$ cat src/rtl/count_pkg.sv
// Shared types and default sizes for the sequenced counter controller.
package count_pkg;

  localparam int WIDTH_DEF   = 24;
  localparam int PRESC_W_DEF = 8;

  // Controller states; encoding is fixed so debug probes decode consistently.
  typedef enum logic [1:0] {
    IDLE  = 2'b00,
    RUN   = 2'b01,
    PAUSE = 2'b10
  } state_t;

  // True for the states in which the counter owns the datapath.
  function automatic logic state_is_busy(state_t s);
    return (s == RUN) || (s == PAUSE);
  endfunction

endpackage

$ cat src/rtl/presc_div.sv
// Prescale divider: while enabled, produces one tick every div+1 cycles.
// The phase is frozen when disabled, so a paused run resumes mid-period.
module presc_div
  import count_pkg::*;
#(
  parameter int PRESC_W = PRESC_W_DEF
) (
  input  logic               clk,
  input  logic               reset,
  input  logic               en,
  input  logic               clr,
  input  logic [PRESC_W-1:0] div,
  output logic               tick
);

  localparam logic [PRESC_W-1:0] PRESC_ONE = {{(PRESC_W-1){1'b0}}, 1'b1};

  logic [PRESC_W-1:0] presc_q;
  logic [PRESC_W-1:0] presc_d;

  assign tick = en && (presc_q == div);

  // Next phase: clear wins, wrap to zero on tick, otherwise advance while enabled.
  always_comb begin
    presc_d = presc_q;
    if (clr) begin
      presc_d = '0;
    end else if (tick) begin
      presc_d = '0;
    end else if (en) begin
      presc_d = presc_q + PRESC_ONE;
    end
  end

  // Phase register.
  always_ff @(posedge clk) begin
    if (reset) begin
      presc_q <= '0;
    end else begin
      presc_q <= presc_d;
    end
  end

endmodule

$ cat src/rtl/count_seq_ctrl.sv
// Sequencing controller for a gated synchronous up-counter: takes a
// configuration (limit, prescale, reload mode) and runs the count under
// start/stop/clear commands, pulsing done at terminal count.
//
// Config handshake: a transfer happens on a rising edge where cfg_valid and
// cfg_ready are both high; cfg_ready is high exactly when the controller is
// IDLE, so configuration is held off while a run is active or paused. The
// offering side keeps cfg_* stable while cfg_valid is high and unaccepted.
module count_seq_ctrl
  import count_pkg::*;
#(
  parameter int WIDTH   = WIDTH_DEF,
  parameter int PRESC_W = PRESC_W_DEF
) (
  input  logic               clk,
  input  logic               reset,
  input  logic               cfg_valid,
  output logic               cfg_ready,
  input  logic [WIDTH-1:0]   cfg_limit,
  input  logic [PRESC_W-1:0] cfg_div,
  input  logic               cfg_reload,
  input  logic               start,
  input  logic               stop,
  input  logic               clear,
  output logic [WIDTH-1:0]   count_out,
  output logic               tick,
  output logic               busy,
  output logic               done,
  output state_t             dbg_state
);

  localparam logic [WIDTH-1:0] CNT_ONE = {{(WIDTH-1){1'b0}}, 1'b1};

  state_t             state_q, state_d;
  logic [WIDTH-1:0]   count_q, count_d;
  logic [WIDTH-1:0]   limit_q, limit_d;
  logic [PRESC_W-1:0] div_q, div_d;
  logic               reload_q, reload_d;
  logic               busy_q, busy_d;
  logic               done_q, done_d;

  logic               cfg_fire;
  logic               presc_en;
  logic               presc_clr;
  logic               presc_tick;
  logic               at_limit;

  assign cfg_fire = cfg_valid && (state_q == IDLE);
  assign presc_en = (state_q == RUN);
  // >= rather than == keeps the count from ever stepping past the limit.
  assign at_limit = (count_q >= limit_q);

  presc_div #(
    .PRESC_W (PRESC_W)
  ) u_presc (
    .clk   (clk),
    .reset (reset),
    .en    (presc_en),
    .clr   (presc_clr),
    .div   (div_q),
    .tick  (presc_tick)
  );

  // Next-state, config latch and count update; clear > stop > start.
  always_comb begin
    state_d   = state_q;
    count_d   = count_q;
    limit_d   = limit_q;
    div_d     = div_q;
    reload_d  = reload_q;
    done_d    = 1'b0;
    presc_clr = 1'b0;

    // A config accepted this cycle is the one a same-cycle start runs with.
    if (cfg_fire) begin
      limit_d  = cfg_limit;
      div_d    = cfg_div;
      reload_d = cfg_reload;
    end

    case (state_q)
      IDLE: begin
        if (clear) begin
          count_d   = '0;
          presc_clr = 1'b1;
        end else if (!stop && start && (limit_d != '0)) begin
          count_d   = '0;
          presc_clr = 1'b1;
          state_d   = RUN;
        end
      end

      RUN: begin
        if (clear) begin
          count_d   = '0;
          presc_clr = 1'b1;
          state_d   = IDLE;
        end else begin
          state_d = stop ? PAUSE : RUN;
          if (presc_tick) begin
            if (at_limit) begin
              done_d = 1'b1;
              if (reload_q) begin
                count_d = '0;
              end else begin
                state_d = IDLE;
              end
            end else begin
              count_d = count_q + CNT_ONE;
            end
          end
        end
      end

      PAUSE: begin
        if (clear) begin
          count_d   = '0;
          presc_clr = 1'b1;
          state_d   = IDLE;
        end else if (!stop && start) begin
          state_d = RUN;
        end
      end

      default: begin
        count_d   = '0;
        presc_clr = 1'b1;
        state_d   = IDLE;
      end
    endcase

    busy_d = state_is_busy(state_d);
  end

  // State, count, latched config and status registers.
  always_ff @(posedge clk) begin
    if (reset) begin
      state_q  <= IDLE;
      count_q  <= '0;
      limit_q  <= '0;
      div_q    <= '0;
      reload_q <= 1'b0;
      busy_q   <= 1'b0;
      done_q   <= 1'b0;
    end else begin
      state_q  <= state_d;
      count_q  <= count_d;
      limit_q  <= limit_d;
      div_q    <= div_d;
      reload_q <= reload_d;
      busy_q   <= busy_d;
      done_q   <= done_d;
    end
  end

  assign cfg_ready = (state_q == IDLE);
  assign count_out = count_q;
  assign tick      = presc_tick;
  assign busy      = busy_q;
  assign done      = done_q;
  assign dbg_state = state_q;

endmodule

$ cat config.mk
export PLATFORM = sky130hd
export DESIGN_NAME = count_seq_ctrl
export DESIGN_NICKNAME = d
export VERILOG_FILES = /design/src/rtl/count_pkg.sv /design/src/rtl/presc_div.sv /design/src/rtl/count_seq_ctrl.sv
export SDC_FILE = /design/constraint.sdc
export NUM_CORES = 1
export LEC_CHECK = 0
export CORE_UTILIZATION = 48
export DETAILED_ROUTE_END_ITERATION = 6
export HOLD_SLACK_MARGIN = 0.08
export PLACE_DENSITY = 0.77
export RECOVER_POWER = 25
export SYNTH_ARGS = -nofsm -noshare
export SYNTH_HDL_FRONTEND = slang
export SYNTH_SLANG_ARGS = --single-unit
$ cat constraint.sdc
create_clock -name clk -period 2.2 [get_ports clk]
set_input_delay 0.44 -clock clk [delete_from_list [all_inputs] [get_ports clk]]
set_output_delay 0.44 -clock clk [all_outputs]
set_load 0.005 [all_outputs]
* Yosys cells after proc, flatten, opt, wreduce, memory -nomap -nowiden *
Index checks and enable logic that the tools add are counted.

word-level totals
  memory bits (read-only) = 0
  bits in latches = 0
  bits of input ports = 39
  bits in registers = 69
  RAM bits = 0
  memories kept = 0

cells by class
  reductions and logical operators = 12
  bitwise logic cells = 2
  multiplexer cells = 24
  add/subtract/negate cells = 2
  multiply operators = 0
  shift-type cells = 0
  divide/modulo/power cells = 0
  magnitude comparators = 1
  eq/ne operators = 9

operators by type and width
  cell                   number
  $mux 24                8
  $pmux 24 s3            1
  $add 24x1->24 const B  1
  $ge 24x24->1           1
  $reduce_bool 24->1     1
  $mux 2                 9
  $add 8x1->8 const B    1
  $eq 8x8->1             1
  $pmux 2 s3             1
  $eq 2x1->1 const B     2
  $eq 2x2->1 const B     2
  $logic_and 1x1->1      4
  $mux 1                 4
  $ne 4x4->1 const B     1
  $reduce_and 4->1       1
  $reduce_or 4->1        1
  $ne 3x1->1 const B     1
  $ne 3x3->1 const B     1
  $reduce_or 3->1        1
  $logic_not 2->1        1
  $ne 2x2->1 const B     1
  $not 1->1              2
  $pmux 1 s2             1
  $reduce_or 2->1        1
  other kinds (2)        2

* Logic depth before layout (Yosys ltp) *
  depth in word-level cells = 10
  depth in mapped cells = 11

* Hierarchy *
A second synthesis with hierarchy kept.

second synthesis, totals
  cells, all modules = 500
  area total of the unflattened synthesis = 3958.8 um^2

modules (own cells, without submodules)
  module          sequential area each (um^2)  times used  cells each  area each (um^2)
  count_seq_ctrl  1221.2                       1           451         3514.6
  presc_div       160.2                        1           49          444.2

* Worst setup path before layout *
No wires, ideal clock.

  path type = register -> register
  start = reg count_q[0], in the netlist count_out[0]
  end = reg count_q[20], in the netlist count_out[20]
  clock period less this slack = 2430 ps
  path buffers = 0
  arrival = 2345 ps
  path slack = -230 ps
  setup time = 84 ps
  data required time = 2116 ps
  cell stages (with the launch flop) = 10
  cell sequence = dfxtp_1 > inv_1 > ha_1 > nor3b_1 > o21ai_1 > a2111oi_4 > o211a_4 > nand4_4 > or3_4 > o31ai_2

between the ends
  longest elaborated chain between the ends = 5

ends and longest elaborated chain
  what                                                  RTL line                                     source
  start: declaration                                    count_seq_ctrl.sv:35                         logic [WIDTH-1:0] count_q, count_d;
  start signal: assignment                              count_seq_ctrl.sv:147                        count_q <= count_d;
  $add 24x1->24 / $ge 24x24->1 (equally long branches)  count_seq_ctrl.sv:109, count_seq_ctrl.sv:51
  $mux 24                                               count_seq_ctrl.sv:101                        if (at_limit) begin
  $mux 24                                               count_seq_ctrl.sv:100                        if (presc_tick) begin
  $mux 24                                               count_seq_ctrl.sv:94                         if (clear) begin
  $pmux 24 s3                                           count_seq_ctrl.sv:81                         case (state_q)

Parallel ways exist; a longest one is shown, timed or not. The select of a mux whose other input is x is not followed.
A chain may end at the register's enable or synchronous reset.

* Final worst setup path *
  start = reg count_q[9], in the netlist count_out[9]
  end = reg count_q[20], in the netlist count_out[20]

The elaborated chain is that of the path after synthesis.

==> metrics.cfg <==
[sta]
tightestPinTransition_ns = 0.679
period_minus_slack_ns = 2.63
setup_slack_ns = -0.432
final-setup-viol-count = 35
drv_slew = 0
slew_headroom = 0.547
rsz0062_at_grt = true
fin_crit_sh = 1.20
finalHoldViolations = 0
skew_ns = 0.0149
fmax_mhz = 380

[placed_design]
place_hpwl_um = 8790
placed_cell_area_um2 = 5510
gp_routability_congestion = 0.901
portBuffers = 68
place_ws_ns = -0.574

[drt]
antenna_left = 0
drc_errors = 0
viasPerCell = 6.13
wire_per_inst_um = 19.9
drt-initial-drc-count = 370
routed_wirelength_um = 15600
dr.pass1.iters = 5
num_vias = 4796

[logic_synthesis]
synth_edf_count = 0
ys_warn_count = 0
syn_area_um2 = 3890
synthFlopType = dfxtp_1
syn_nets = 561
synth.yosys.seq_area_share = 0.355
synthCells = 492
netlist.area_leader.share = 0.355
synth.area.top_cells = dfxtp_1 35%, ha_1 9.6%, nand2_1 9.1%
ys_ff_latch = 69
synth-async-reset-ratio = 0
ys_types = 54
syn_area_per_cell_um2 = 7.92
yosysTopAreaCell = dfxtp_1

[critical_path]
endpoint_kind = flop
reg2reg_depth = 9
cp.arrival_ns = 2.91
rrSetupSlack_ns = -0.43
critPathMaxFanout = 5
crit_required_ns = 2.47
r2r-start = count_out[9]$_SDFFE_PP0P_
cp-start-kind = flop
r2r-end = count_out[20]$_SDFFE_PP0P_
path_class = reg2reg

[status]
violations = negative setup slack
outcome = finished with violations

[finish]
final_common_cell = buf_4
nets = 744
num_antenna_cells = 0
num-fill-cells = 403
drive_gt1_frac = 0.387
synthToLayoutAreaGrowth_pct = 65.9
post-route-util = 0.827
final_area_um2 = 6460
final_cell_mix = 109 x buf_4, 94 x nand2_1, 54 x clkdlybuf4s50_1, 42 x a21oi_1, 38 x dfxtp_1

[clock_network]
clk_pin_slew_ns = 0.09
ctsHoldBuffers = 0
clk_latency_ns = 0.36
cts_tree = built
clock_path_buffers = 2
cts_root_buf = clkbuf_8
h-tree-depth = 3
numCtsBuffers = 9
clock_sinks = 69

[power_and_ir_drop]
swShare = 0.295
power.density_nw_per_um2 = 518
p_switching_mw = 0.989
pwr-share-seq = 0.399
power.combinational.fraction = 0.240
ir_worst_vdd_v = 0.000398
p_clk_frac = 0.362
finalPower_mw = 3.35
p_leak_nw = 2.59
p_int_mw = 2.36

[floorplanning]
initial_utilization = 0.499
dieArea_um2 = 8480
ioPinCount = 69
die_h_um = 92.1
core_um2 = 7810
rows = 32
die_w_um = 92.1

[worst_hold_path]
min_to = limit_q[13]$_SDFF_PP0_
hp-start = cfg_limit[13]
hp-class = in2reg
hold_path_depth = 3

[global_routing]
grt_first_pass_wirelength_um = 21900
first_global_vias = 4641
antenna_found_initial = 0
grt.overflow.total = 0
grt_usage = 0.327
grt_max_degree = 41

[run]
drv_cap = 0

through the flow:
| step | TNS (ns) | instances | hold slack (ns) |
|---|---|---|---|
| floorplan | -0.0616 | 492 | 0.436 |
| global placement | -15.59 | 742 | 0.453 |
| detailed placement | -17.84 | 742 | 0.452 |
| CTS | -3.17 | 771 | 0.463 |
| global route | -10.48 | 782 | 0.434 |
| finish | -9.35 | 782 | 0.394 |
how the worst max path moves through the flow:
stage / from / end / slack [ns] / cells after the start
finish: count_out[9]$_SDFFE_PP0P_ / count_out[20]$_SDFFE_PP0P_ / -0.43 / 9
global route: count_out[9]$_SDFFE_PP0P_ / count_out[15]$_SDFFE_PP0P_ / -0.49 / 10
CTS: limit_q[1]$_SDFF_PP0_ / count_out[1]$_SDFFE_PP0P_ / -0.20 / 10
detailed placement: cfg_limit[22] / count_out[20]$_SDFFE_PP0P_ / -0.57 / 10
global placement: cfg_limit[17] / u_presc.presc_q[6]$_SDFFE_PP0P_ / -0.50 / 7
floorplan: dbg_state[0]$_SDFF_PP0_ / count_out[20]$_SDFFE_PP0P_ / -0.05 / 10
sequential cells by signal, indices dropped and copies added, names as in the netlist:
| register | cells |
|---|---|
| u_presc.presc_q | 8 |
| count_out | 24 |
| busy | 1 |
| reload_q | 1 |
| dbg_state | 2 |
| div_q | 8 |
| limit_q | 24 |
| done | 1 |
power by group through the flow:
stage	registers [mW]	logic [mW]	clock network (mW)
after floorplan	1.35	0.305	0
after global placement	1.35	0.563	0
after detailed placement	1.35	0.581	0
after CTS	1.32	0.668	1.20
after global routing	1.34	0.842	1.25
final	1.33	0.802	1.21
layout make-up:
class | count | area (um2) | area share
Tap cell | 102 | 128 | 0.0198
Sequential cell | 69 | 1430 | 0.221
Inverter | 35 | 131 | 0.0203
Clock buffer | 10 | 138 | 0.0213
Timing Repair Buffer | 192 | 1710 | 0.265
Multi-Input combinational cell | 368 | 2840 | 0.440
Clock inverter | 6 | 85.1 | 0.0132
critical path: stages (launching register included):
cell       delay [ns]
dfxtp_1          0.47
ha_4             0.26
a21oi_2          0.20
o21ai_4          0.09
a2111oi_4        0.38
o211a_4          0.25
buf_4            0.14
nand4_4          0.13
or3_4            0.45
o31ai_2          0.18
Yosys cell counts, drive strengths merged, types with 2 or more instances:
| cell | number |
|---|---|
| a211oi | 2 |
| a21o | 2 |
| a21oi | 50 |
| a31oi | 4 |
| and2 | 2 |
| and3 | 6 |
| buf | 8 |
| clkbuf | 12 |
| dfxtp | 69 |
| ha | 30 |
| inv | 35 |
| mux2i | 6 |
| nand2 | 94 |
| nand2b | 5 |
| nand3 | 11 |
| nand4 | 11 |
| nor2 | 33 |
| nor2b | 4 |
| nor3 | 7 |
| nor3b | 2 |
| nor4 | 15 |
| o211ai | 17 |
| o21ai | 13 |
| o31ai | 14 |
| o41ai | 2 |
| or3 | 3 |
| xnor2 | 11 |
| xor2 | 4 |
layer usage:
metal | global-route usage | vias up | share of wire
li1 | - | 2109 | -
met1 | 0.376 | 2288 | 0.38
met2 | 0.570 | 302 | 0.48
met3 | 0.0672 | 97 | 0.075
met4 | 0.171 | 0 | 0.060
met5 | 0 | - | 0
cell families (layout without fill, tap and decap cells):
group | Yosys count | in the layout | synth area share
AND/OR/NAND/NOR | 195 | 195 | 0.233
AO/OA/AOI/OAI | 122 | 122 | 0.213
flip-flops | 69 | 69 | 0.355
buffers and inverters | 55 | 243 | 0.0546
adder cells (fa/ha/maj) | 30 | 30 | 0.0964
XOR/XNOR | 15 | 15 | 0.0337
multiplexers | 6 | 6 | 0.0154
repair_timing:
item                                    in CTS  in global routing
endpoints found under the hold margin        0                  0
cloned                                       1                  0
resized for setup                           77                 64
buffers inserted                            12                 12
endpoints found under the setup margin      36                 35
pin swaps                                   45                 36
Note: power is estimated with default switching activity, not from simulation.
